===== config.mk =====
export PLATFORM = sky130hd
export DESIGN_NAME = posit_encode_arbiter
export DESIGN_NICKNAME = d
export VERILOG_FILES = /design/src/rtl/posit_encode_arbiter.sv
export SDC_FILE = /design/constraint.sdc
export NUM_CORES = 1
export LEC_CHECK = 0
export BUFFER_PORTS_ARGS = -buffer_cell sky130_fd_sc_hd__buf_2
export CORE_ASPECT_RATIO = 1.25
export CORE_MARGIN = 1.5
export CORE_UTILIZATION = 40
export CTS_BUF_LIST = sky130_fd_sc_hd__clkbuf_8
export CTS_CLUSTER_SIZE = 20
export DETAILED_ROUTE_END_ITERATION = 12
export PLACE_DENSITY = 0.78
export SETUP_SLACK_MARGIN = 0.3
export SLEW_MARGIN = 20
export SYNTH_ARGS = -nofsm -noshare
export SYNTH_HDL_FRONTEND = slang
export SYNTH_SLANG_ARGS = --single-unit

===== constraint.sdc =====
create_clock -name clk -period 3.3 [get_ports clk]
set_input_delay 0.33 -clock clk [delete_from_list [all_inputs] [get_ports clk]]
set_output_delay 0.33 -clock clk [all_outputs]
set_load 0.01 [all_outputs]

===== src/rtl/posit_encode_arbiter.sv =====
// posit_encode_arbiter: round-robin front end that shares one combinational
// posit encoder among N_REQ requesters through a two-stage valid/ready pipe.
// Results come back in acceptance order, each tagged with its requester index.

// format_encoder: packs decoded posit fields into a WIDTH-bit posit.
// Body bits after the sign are: regime run, EN exponent bits, then the
// mantissa MSB-first. Bits past the end of the word are truncated (no rounding).
// n_r negates the result (two's complement of the whole word).
module format_encoder #(
    parameter int WIDTH = 7,
    parameter int EN    = 1,
    parameter int W_REG = 4,
    parameter int W_EXP = 4,
    parameter int W_MAN = 7
) (
    input  logic signed [W_REG-1:0] regime,
    input  logic signed [W_EXP-1:0] exponent,
    input  logic [W_MAN-1:0]        mantissa,
    input  logic                    n_r,
    output logic [WIDTH-1:0]        posit
);
    localparam int BW = WIDTH - 1;    // body bits below the sign
    localparam int TW = EN + W_MAN;   // exponent + mantissa tail

    logic signed [W_REG+1:0] k;
    logic [W_REG+1:0]        run_len;   // identical regime bits
    logic [W_REG+1:0]        reg_len;   // run plus terminating bit
    logic [BW-1:0]           reg_bits;
    logic [TW+BW-1:0]        tail_ext;
    logic [TW+BW-1:0]        tail_sh;
    logic [BW-1:0]           body;
    logic                    unused_exp_hi;

    // Only the low EN exponent bits are encodable; upper bits are ignored.
    assign unused_exp_hi = ^exponent;

    assign k       = {{2{regime[W_REG-1]}}, regime};
    // k >= 0 : k+1 ones then a zero; k < 0 : -k zeros then a one
    assign run_len = k[W_REG+1] ? (-k) : (k + (W_REG+2)'(1));
    assign reg_len = run_len + (W_REG+2)'(1);

    assign reg_bits = k[W_REG+1] ? ({1'b1, {(BW-1){1'b0}}} >> run_len)
                                 : ~({BW{1'b1}} >> run_len);

    // Tail is placed right after the regime, then truncated to BW bits.
    assign tail_ext = {exponent[EN-1:0], mantissa, {BW{1'b0}}};
    assign tail_sh  = tail_ext >> reg_len;
    assign body     = reg_bits | tail_sh[TW+BW-1 -: BW];

    assign posit = n_r ? (-{1'b0, body}) : {1'b0, body};
endmodule

module posit_encode_arbiter #(
    parameter int N_REQ = 4,
    parameter int WIDTH = 7,
    parameter int EN    = 1,
    parameter int W_REG = $clog2(WIDTH) + 1,
    parameter int W_EXP = $clog2(WIDTH) + 1,
    parameter int W_MAN = WIDTH,
    parameter int TAG_W = (N_REQ > 1 ? $clog2(N_REQ) : 1)
) (
    input  logic                     clk,
    input  logic                     rst,
    input  logic [N_REQ-1:0]         req_valid,
    output logic [N_REQ-1:0]         req_ready,
    input  logic [N_REQ*W_REG-1:0]   req_regime,
    input  logic [N_REQ*W_EXP-1:0]   req_exponent,
    input  logic [N_REQ*W_MAN-1:0]   req_mantissa,
    input  logic [N_REQ-1:0]         req_n_r,
    output logic                     out_valid,
    input  logic                     out_ready,
    output logic [WIDTH-1:0]         out_posit,
    output logic [TAG_W-1:0]         out_tag,
    output logic                     busy,
    output logic [1:0]               in_flight
);
    logic s1_valid, s2_valid, s1_ready, s2_ready;
    logic [TAG_W-1:0] ptr, grant_idx, s1_tag, s2_tag;
    logic [TAG_W:0]   cand;
    logic             grant_any;
    logic [N_REQ-1:0] grant;

    logic signed [W_REG-1:0] s1_regime;
    logic signed [W_EXP-1:0] s1_exponent;
    logic [W_MAN-1:0]        s1_mantissa;
    logic                    s1_n_r;
    logic [WIDTH-1:0]        enc_posit, s2_posit;

    logic [W_REG-1:0] regime_arr   [N_REQ];
    logic [W_EXP-1:0] exponent_arr [N_REQ];
    logic [W_MAN-1:0] mantissa_arr [N_REQ];

    for (genvar i = 0; i < N_REQ; i++) begin : g_unpack
        assign regime_arr[i]   = req_regime[i*W_REG +: W_REG];
        assign exponent_arr[i] = req_exponent[i*W_EXP +: W_EXP];
        assign mantissa_arr[i] = req_mantissa[i*W_MAN +: W_MAN];
    end

    // Ready chain: a stage can take data if empty or if it drains this cycle.
    assign s2_ready = !s2_valid || out_ready;
    assign s1_ready = !s1_valid || s2_ready;

    // Round-robin search starting at ptr, wrapping modulo N_REQ.
    always_comb begin
        grant     = '0;
        grant_idx = '0;
        grant_any = 1'b0;
        cand      = '0;
        for (int off = 0; off < N_REQ; off++) begin
            cand = {1'b0, ptr} + (TAG_W+1)'(off);
            if (cand >= (TAG_W+1)'(N_REQ))
                cand = cand - (TAG_W+1)'(N_REQ);
            if (!grant_any && req_valid[cand[TAG_W-1:0]]) begin
                grant_any = 1'b1;
                grant_idx = cand[TAG_W-1:0];
            end
        end
        if (grant_any)
            grant[grant_idx] = 1'b1;
    end

    assign req_ready = (rst || !s1_ready) ? '0 : grant;

    format_encoder #(
        .WIDTH(WIDTH), .EN(EN), .W_REG(W_REG), .W_EXP(W_EXP), .W_MAN(W_MAN)
    ) u_enc (
        .regime   (s1_regime),
        .exponent (s1_exponent),
        .mantissa (s1_mantissa),
        .n_r      (s1_n_r),
        .posit    (enc_posit)
    );

    // Pipeline advance, S1 load from the granted requester, pointer update.
    always_ff @(posedge clk) begin
        if (rst) begin
            s1_valid    <= 1'b0;
            s2_valid    <= 1'b0;
            ptr         <= '0;
            s1_tag      <= '0;
            s1_regime   <= '0;
            s1_exponent <= '0;
            s1_mantissa <= '0;
            s1_n_r      <= 1'b0;
            s2_posit    <= '0;
            s2_tag      <= '0;
        end else begin
            if (s2_ready) begin
                s2_valid <= s1_valid;
                if (s1_valid) begin
                    s2_posit <= enc_posit;
                    s2_tag   <= s1_tag;
                end
            end
            if (s1_ready) begin
                s1_valid <= grant_any;
                if (grant_any) begin
                    s1_tag      <= grant_idx;
                    s1_regime   <= regime_arr[grant_idx];
                    s1_exponent <= exponent_arr[grant_idx];
                    s1_mantissa <= mantissa_arr[grant_idx];
                    s1_n_r      <= req_n_r[grant_idx];
                    ptr <= (grant_idx == TAG_W'(N_REQ-1)) ? '0 : grant_idx + 1'b1;
                end
            end
        end
    end

    assign out_valid = s2_valid;
    assign out_posit = s2_posit;
    assign out_tag   = s2_tag;
    assign in_flight = {1'b0, s1_valid} + {1'b0, s2_valid};
    assign busy      = |in_flight;
endmodule


* Yosys cells after proc, flatten, opt, wreduce, memory -nomap -nowiden
Cells that the tools add are included.
** Storage, ports and cells
- Flip-flop bits (word level) :: 28
- Latch bits :: 0
- RAM bits :: 0
- Memory bits (read-only) :: 0
- Input port bits :: 71
- Output and inout port bits :: 17
- Word-level logic and storage cells :: 96
- Memories kept :: 0
** Cells by class
- $add $sub $neg :: 13
- $mul :: 0
- Divide/modulo/power cells :: 0
- Magnitude comparators :: 11
- Equal/unequal tests :: 1
- Shifts and indexed selects :: 3
- Muxes and demuxes :: 39
- Bitwise gates (word level) :: 3
- Reductions and logical operators :: 16
** Operators with widths (count)
- 7-bit two-way mux :: 3
- 2-bit two-way mux :: 9
- 4-bit binary-select mux with 2-bit select :: 2
- 4-bit two-way mux :: 4
- 2-bit by 3-bit < comparator with 1-bit output, second input constant :: 5
- 7-bit binary-select mux with 2-bit select :: 1
- 14-bit by 6-bit >> shifter with 14-bit output :: 1
- 3-bit greater-or-equal comparator, second input constant :: 4
- 1-bit two-way mux :: 12
- 6-bit two-way mux :: 2
- 6-bit by 6-bit >> shifter with 6-bit output, first input constant :: 2
- 1-bit binary-select mux with 2-bit select :: 5
- 2-bit by 1-bit subtractor with 2-bit output, second input constant :: 4
- 6-bit negator with 7-bit output :: 1
- 2-bit by 2-bit adder with 3-bit output, second input constant :: 2
- 6-bit by 1-bit adder with 6-bit output, second input constant :: 1
- 1-bit logical NOT :: 6
- 4-bit negator with 6-bit output :: 1
- 6-bit inverter :: 1
- 6-bit OR :: 1
- 4-bit by 2-bit adder with 5-bit output, second input constant :: 1
- 1-bit logical AND :: 4
- 2-bit AND reduction :: 2
- 2-bit by 1-bit adder with 3-bit output, second input constant :: 1
- other kinds (9) :: 11

* Logic depth before layout (Yosys ltp)
Gate-level depths: netlist of the first run.
- Depth in word-level cells :: 20
- Depth in mapped cells :: 16
- Mapped depth without buffers :: 14

* Hierarchy
Synthesis of the first run repeated with hierarchy kept, for this count alone.
** Second synthesis, totals
- Cell total of the unflattened synthesis :: 342
- Area, all modules :: 2747.6 µm²
** By module, submodules not included
- posit_encode_arbiter :: instances 1, cells an instance 206, area an instance 1801.7 µm², seq. area each 620.6 µm²
- format_encoder :: instances 1, cells an instance 136, area an instance 945.9 µm², seq. area each 0.0 µm²

* Worst setup path before layout of the first run
No wires, ideal clock.
- Path kind :: flip-flop to flip-flop
- Start :: register s1_regime[1]
- End :: register s2_posit[4] (netlist: out_posit[4])
- Library setup time :: 0.117 ns
- Data arrival time :: 2.995 ns
- Required time :: 3.183 ns
- Setup slack :: 0.188 ns
- Stages on the path, launching flop included :: 14
- Buffers on the path :: 2
- Period minus slack after synthesis :: 3.112 ns
- Cells stage by stage :: dfxtp_1 -> clkbuf_1 -> inv_1 -> ha_1 -> clkbuf_1 -> ha_1 -> clkinv_1 -> nor4_1 -> a211oi_1 -> and2_1 -> ha_1 -> a41oi_1 -> mux2i_1 -> nand2_1
** Between the ends
- Longest elaborated chain between the ends :: 8
** Ends and longest elaborated chain
- start: declaration :: RTL line 83 : logic signed [W_REG-1:0] s1_regime;
- start signal: assignment :: RTL line 159 : s1_regime <= regime_arr[grant_idx];
- 4-bit by 2-bit adder with 5-bit output / 4-bit negator with 6-bit output (equally long branches) :: RTL line 39 : assign run_len = k[W_REG+1] ? (-k) : (k + (W_REG+2)'(1));
- 6-bit two-way mux * :: RTL line 39
- parallel branches: the longest is 3 deep, another holds 6-bit by 1-bit adder with 6-bit output
- 6-bit OR * :: RTL line 48 : assign body = reg_bits | tail_sh[TW+BW-1 -: BW];
- 6-bit negator with 7-bit output :: RTL line 50 : assign posit = n_r ? (-{1'b0, body}) : {1'b0, body};
- 7-bit two-way mux * :: RTL line 50
- end signal: assignment :: RTL line 151 : s2_posit <= enc_posit;
- end: declaration :: RTL line 87 : logic [WIDTH-1:0] enc_posit, s2_posit;
Mark *: on every way between the ends.
A chain may end at the register's enable or synchronous reset.

* Final worst setup path of the first run
- Start :: register s1_regime[0]
- End :: register s2_posit[6] (netlist: out_posit[6])
** Between the ends
- Longest elaborated chain between the ends :: 8
** Ends and longest elaborated chain (RTL line)
- 4-bit by 2-bit adder with 5-bit output / 4-bit negator with 6-bit output (equally long branches) :: 39
- 6-bit two-way mux * :: 39
- parallel branches: the longest is 3 deep, another holds 6-bit by 1-bit adder with 6-bit output
- 6-bit OR * :: 48
- 6-bit negator with 7-bit output * :: 50
- 7-bit two-way mux * :: 50
Marked as above.

==> flow_metrics.tcl, run 1 <==
set metrics [dict create \
    outcome "finished, final reports clean" \
    synthCells 316 \
    drive_gt1_share_pct 34.0 \
    hold_violations 0 \
    clk_path_buf_depth 2 \
    antenna_found_initial 0 \
    drt_iter0_drc 135 \
    portBuffers 67 \
    cp_slowest_cell "dfxtp_2" \
    remaining_drc_errors 0 \
    gp_congestion 0.905 \
    total_leakage_power_nw 1.38 \
    placed_area_um2 2800 \
    dr.pass1.iters 4 \
    cts_tree "built" \
    initial_core_util_pct 41.5 \
    fin_worst_skew_ns 0.00791 \
    maxSlewHeadroom_pct 62.5 \
    intPower_w 0.00108 \
    seq_area_frac_synth_pct 21.7 \
    synth_largest_area_cell "dfxtp_1" \
    slowest_delay_ns 0.34 \
    synth_edf_count 0 \
    p_sw_share_pct 43.1 \
    rsz0062_at_grt "no" \
    synth_common_cells "48 x nand2_1, 36 x a21oi_1, 26 x dfxtp_1" \
    timing.final.ws_setup_ns 0.410 \
    synth_area_per_cell_um2 7.59 \
    cts_made_buffers 3 \
    hold_path.class "primary input to register" \
    fp-row-count 31 \
    pwr_density_cell_nw_per_um2 628 \
    power.share.clock_pct 14.4 \
    final_area_um2 3020 \
    max_freq_ghz 0.346 \
    yosysWarnings 0 \
    grt.overflow.total 0 \
    yosys_register_bits 26 \
    fin_nets 471 \
    vias_per_cell 5.40 \
    synth_top_area_share_pct 21.7 \
    synth_nets 401 \
    stdcell_count 451 \
    synth_area_leaders "dfxtp_1 22%, a21oi_1 7.5%, nand2_1 7.5%" \
    core_area_um2 5780 \
    track_usage_pct 17.8 \
    final_max_slew_viol_count 0 \
    power_frac_seq_pct 22.4 \
    end_kind "register" \
    fill_cells 539 \
    io_pins 88 \
    cp_cell_sequence "inv_1 -> ha_4 -> ha_1 -> xnor2_2 -> buf_4 -> a21o_1 -> a21oi_1 -> o221ai_2 -> o21ai_2 -> inv_1 -> ha_1 -> nand2_1 -> o41ai_2 -> a21oi_1" \
    cts.sinks 26 \
    ant_nets 0 \
    crit_path_max_fanout 6 \
    grt_max_degree 29 \
    dieHeight_um 89.6 \
    post_drt_wl_per_cell_um 13.2 \
    async_flop_share_pct 0 \
    ctsHoldBuffers 0 \
    final.min_clock_period_ns 2.89 \
    areaGrowthSynthToFinish_pct 26.0 \
    synth_cell_types 62 \
    tightest_slew_ns 0.563 \
    tns_ns 0 \
    required_ns 3.45 \
    placedCellCount 439 \
    dp_hpwl_um 4480 \
    clkTransAtPathRegs_ns 0.10 \
    setup_viol 0 \
    combPwrFrac_pct 63.2 \
    cts_root_buffer "clkbuf_8" \
    synthFlopType "dfxtp_1" \
    num_antenna_cells 0 \
    synth_area_um2 2400 \
    grt_pass1_wl_um 9350 \
    path_class "register to register" \
    arrival_ns 3.04 \
    die_area_um2 6470 \
    synth.most_common_cell "nand2_1" \
    cts.htree.levels 1 \
    drt-total-wl_um 5960 \
    die_x_um 72.2 \
    power_switching_w 0.000817 \
    peakVddDrop_mv 0.280 \
    dp_slack_ns 0.218 \
    post-route-period-util_pct 87.6 \
    clock_latency_ns 0.28 \
    dr_total_vias 2435 \
    cap_violations 0 \
    grt_pass1_vias 2182 \
    worstSetupStartpointType "register" \
]
## layer usage
metal / share of wire [%] / GRT usage [%] / up-vias
met5: 0 / 0 / -
li1: - / - / 1263
met1: 42 / 20.8 / 1092
met4: 1.6 / 5.15 / 0
met2: 52 / 33.7 / 70
met3: 4.1 / 2.48 / 10
## worst max-delay path, delay by kind of cell (launching register included)
kind / cells / cell delay, ns
AOI/OAI and AO/OA: 6 / 1.05
adders and majority gates: 3 / 0.65
buffers and inverters: 3 / 0.38
DFF: 1 / 0.34
xor gates and xnor gates: 1 / 0.28
and+or+nand+nor: 1 / 0.07
## sequential cells by signal, summed over array words and instances, names as in the netlist
register,count
out_tag,2
s1_tag,2
ptr,2
out_posit,7
s1_regime,4
s1_exponent,1
s1_mantissa,5
s1_n_r,1
out_valid,1
s1_valid,1
## worst paths after layout
| check | startpoint | endpoint | slack, ns | cells past startpoint |
|---|---|---|---|---|
| setup / recovery | s1_regime[0] | out_posit[6] | 0.41 | 14 |
| hold / removal | out_ready | out_valid | 0.37 | 4 |
| setup reg to reg | s1_regime[0] | out_posit[6] | 0.41 | 14 |
| hold reg to reg | out_posit[1] | out_posit[1] | 0.45 | 2 |
## power groups by stage
stage | clock (W) | combinational (W) | sequential [W]
after detailed placement | 0 | 0.00102 | 0.000432
after CTS | 0.000277 | 0.00103 | 0.000424
after floorplan | 0 | 0.000789 | 0.000431
after global placement | 0 | 0.00100 | 0.000426
final | 0.000274 | 0.00120 | 0.000424
after global routing | 0.000289 | 0.00132 | 0.000433
## what timing repair did
action	4_1_cts	5_1_grt
setup endpoints to repair	1	5
pin swaps	0	4
gates resized for setup	2	16
buffers inserted	0	8
## area by class of cell
cell class	instances	area, um2	area share (%)
well taps	66	82.6	2.73
flip-flops and latches	26	522	17.3
repair buffers	85	474	15.7
clock buffers	3	41.3	1.37
clock inverters	1	30.0	0.994
multi-input cells	250	1790	59.4
inverters	20	76.3	2.53
## cell usage in the layout, fill, tap and decap left out, types with 4 or more instances in the layout
cell type / instances
buf_2: 67
nand2_1: 47
a21oi_1: 33
dfxtp_1: 25
nor2_1: 21
inv_1: 18
mux2i_1: 17
buf_4: 17
o211ai_1: 13
mux2_2: 12
ha_1: 11
o21ai_0: 7
nand3_1: 6
and3_1: 5
nor2b_1: 4
nand2b_1: 4
o21a_1: 4
## stage by stage
step	hold slack (ns)	power (W)	util, %
after floorplan	0.432	0.00122	-
after global placement	0.439	0.00143	48.5
after detailed placement	0.445	0.00145	48.5
after CTS	0.378	0.00173	49.8
after global routing	0.388	0.00204	52.3
final	0.368	0.00190	52.3
## logic make-up (layout without fill, tap and decap cells)
family / Yosys count / after routing / synth area share [%]
fa+ha+maj: 14 / 14 / 7.31
compound gates: 93 / 93 / 25.7
xor+xnor: 6 / 6 / 2.82
simple gates: 107 / 107 / 21.5
flops: 26 / 26 / 21.7
mux: 30 / 30 / 13.7
buf+inv: 40 / 109 / 7.31
No activity file was read; power rests on OpenSTA's default activity.
==> run 2: changes to the inputs <==
==> constraint.sdc (replaced) <==
create_clock -name clk -period 2.3 [get_ports clk]
set_input_delay 0.23 -clock clk [delete_from_list [all_inputs] [get_ports clk]]
set_output_delay 0.23 -clock clk [all_outputs]
set_load 0.01 [all_outputs]
==> run 2 against run 1 <==
Compared with the run above:
- clock skew up 0.0029 ns
- critical path depth down 2
- the run now ends with negative setup slack left
- sequential share of layout area down 1.7 points
- hold slack worse by 0.10 ns
- combinational power up 90%
- register-to-register slack worse by 0.60 ns
- fmax up 16%
- highest routed layer unchanged
- sequential power up 47%
- die area unchanged
- global-route usage up 1.7 points
==> flow_metrics.tcl, run 2 (synthesized netlist as in run 1, its figures left out) <==
set metrics [dict create \
    outcome "finished with violations" \
    violations "negative setup slack" \
    grt_pass1_vias 2376 \
    required_ns 2.48 \
    portBuffers 67 \
    hold_path.class "primary input to register" \
    drt-total-wl_um 6190 \
    cp_slowest_cell "dfxtp_4" \
    cap_violations 0 \
    ctsHoldBuffers 0 \
    vias_per_cell 5.34 \
    stdcell_count 482 \
    cts.htree.levels 1 \
    crit_family "simple AND/OR/NAND/NOR gates" \
    fill_cells 471 \
    cp_cell_sequence "inv_4 -> ha_4 -> ha_4 -> xnor2_4 -> and3_4 -> nor4_4 -> a211oi_2 -> and2_4 -> ha_4 -> a41oi_2 -> mux2i_1 -> nand2_1" \
    fp-row-count 31 \
    core_area_um2 5780 \
    die_area_um2 6470 \
    clk_path_buf_depth 2 \
    clkTransAtPathRegs_ns 0.10 \
    grt_max_degree 29 \
    cts.sinks 26 \
    layout_common_cells "67 x buf_2, 47 x nand2_1, 44 x buf_4" \
    fin_worst_skew_ns 0.0108 \
    num_antenna_cells 0 \
    worstSetupStartpointType "register" \
    remaining_drc_errors 0 \
    dieHeight_um 89.6 \
    clock_latency_ns 0.28 \
    peakVddDrop_mv 0.526 \
    ant_nets 0 \
    path_class "register to register" \
    cts_tree "built" \
    dr_total_vias 2572 \
    post_drt_wl_per_cell_um 12.8 \
    final_max_slew_viol_count 0 \
    io_pins 88 \
    areaGrowthSynthToFinish_pct 41.4 \
    pwr_density_cell_nw_per_um2 969 \
    timing.critical_path.mode_cell "ha_4" \
    hold_violations 0 \
    die_x_um 72.2 \
    total_leakage_power_nw 1.55 \
    dr.pass1.iters 4 \
    cts_made_buffers 3 \
    setup_viol 6 \
    maxSlewHeadroom_pct 64.9 \
    drt_iter0_drc 120 \
    gp_congestion 0.895 \
    grt.overflow.total 0 \
    initial_core_util_pct 41.5 \
    timing.final.ws_setup_ns -0.194 \
    drive_gt1_share_pct 43.3 \
    grt_pass1_wl_um 10200 \
    rsz0062_at_grt "yes" \
    end_kind "register" \
    final_util_pct 58.6 \
    dp_hpwl_um 4910 \
    arrival_ns 2.67 \
    largest_register_ffs 7 \
    placedCellCount 472 \
    final.min_clock_period_ns 2.49 \
    max_freq_ghz 0.401 \
    post-route-period-util_pct 108 \
    slowest_delay_ns 0.42 \
    tightest_slew_ns 0.527 \
    antenna_found_initial 0 \
    track_usage_pct 19.5 \
    crit_path_max_fanout 5 \
    final_common_cell "buf_2" \
    cp_num_buf_inv 1 \
    fin_nets 502 \
    cts_root_buffer "clkbuf_8" \
]
==> run 2: changes by cell type in the layout (fill, tap and decap cells not counted), sizes merged <==
| cell | before | now |
|---|---|---|
| buf | 85 | 116 |
==> run 2: through the flow <==
step | power, W | TNS [ns] | area [um2] | hold WS [ns] | setup slack [ns]
final | 0.00328 | -0.864 | 3390 | 0.267 | -0.194
after global routing | 0.00352 | -1.77 | 3390 | 0.278 | -0.334
after floorplan | 0.00193 | -1.52 | 2540 | 0.402 | -0.308
after detailed placement | 0.00270 | -1.04 | 3190 | 0.447 | -0.230
after global placement | 0.00264 | -0.800 | 3190 | 0.439 | -0.190
after CTS | 0.00323 | -0.878 | 3360 | 0.269 | -0.183
==> run 2: worst min-delay path, cell delays in order <==
cell,delay (ns)
buf_2,0.10
nor4_1,0.07
a21oi_1,0.11
==> run 2: cell type report <==
| type | count | area, um2 | share of cell area, % |
|---|---|---|---|
| multi-input combinational | 250 | 1890 | 55.7 |
| timing repair buffer | 116 | 739 | 21.8 |
| sequential | 26 | 529 | 15.6 |
| tap | 66 | 82.6 | 2.44 |
| inverter | 20 | 78.8 | 2.33 |
| clock buffer | 3 | 41.3 | 1.22 |
| clock inverter | 1 | 30.0 | 0.886 |
==> run 2: repair_timing <==
item / in CTS / in global routing
gates resized for setup: 12 / 9
endpoints found under the setup margin: 9 / 22
pin swaps: 18 / 4
buffers inserted: 6 / 0
gates cloned: 0 / 0
==> run 2: final timing paths <==
kind                startpoint           end  slack [ns]  depth (start not counted)
setup reg to reg  s1_regime[0]  out_posit[4]       -0.19                         12
hold reg to reg      s1_tag[0]    out_tag[0]        0.45                          2
setup / recovery  s1_regime[0]  out_posit[4]       -0.19                         12
hold / removal    req_valid[2]      s1_valid        0.27                          3
==> run 2: power breakdown <==
part           switching [W]  leakage (nW)  internal, W
registers          0.0000822         0.217     0.000540
clock network       0.000153        0.0357     0.000233
logic                0.00110          1.30      0.00118
total                0.00133          1.55      0.00195
==> run 2: routing by layer <==
layer	global-route usage, %	up-vias	wire length [um]
met5	0	-	0
met4	7.89	0	204
met3	2.14	18	214
met2	37.0	77	3250
met1	22.1	1149	2520
li1	-	1328	-
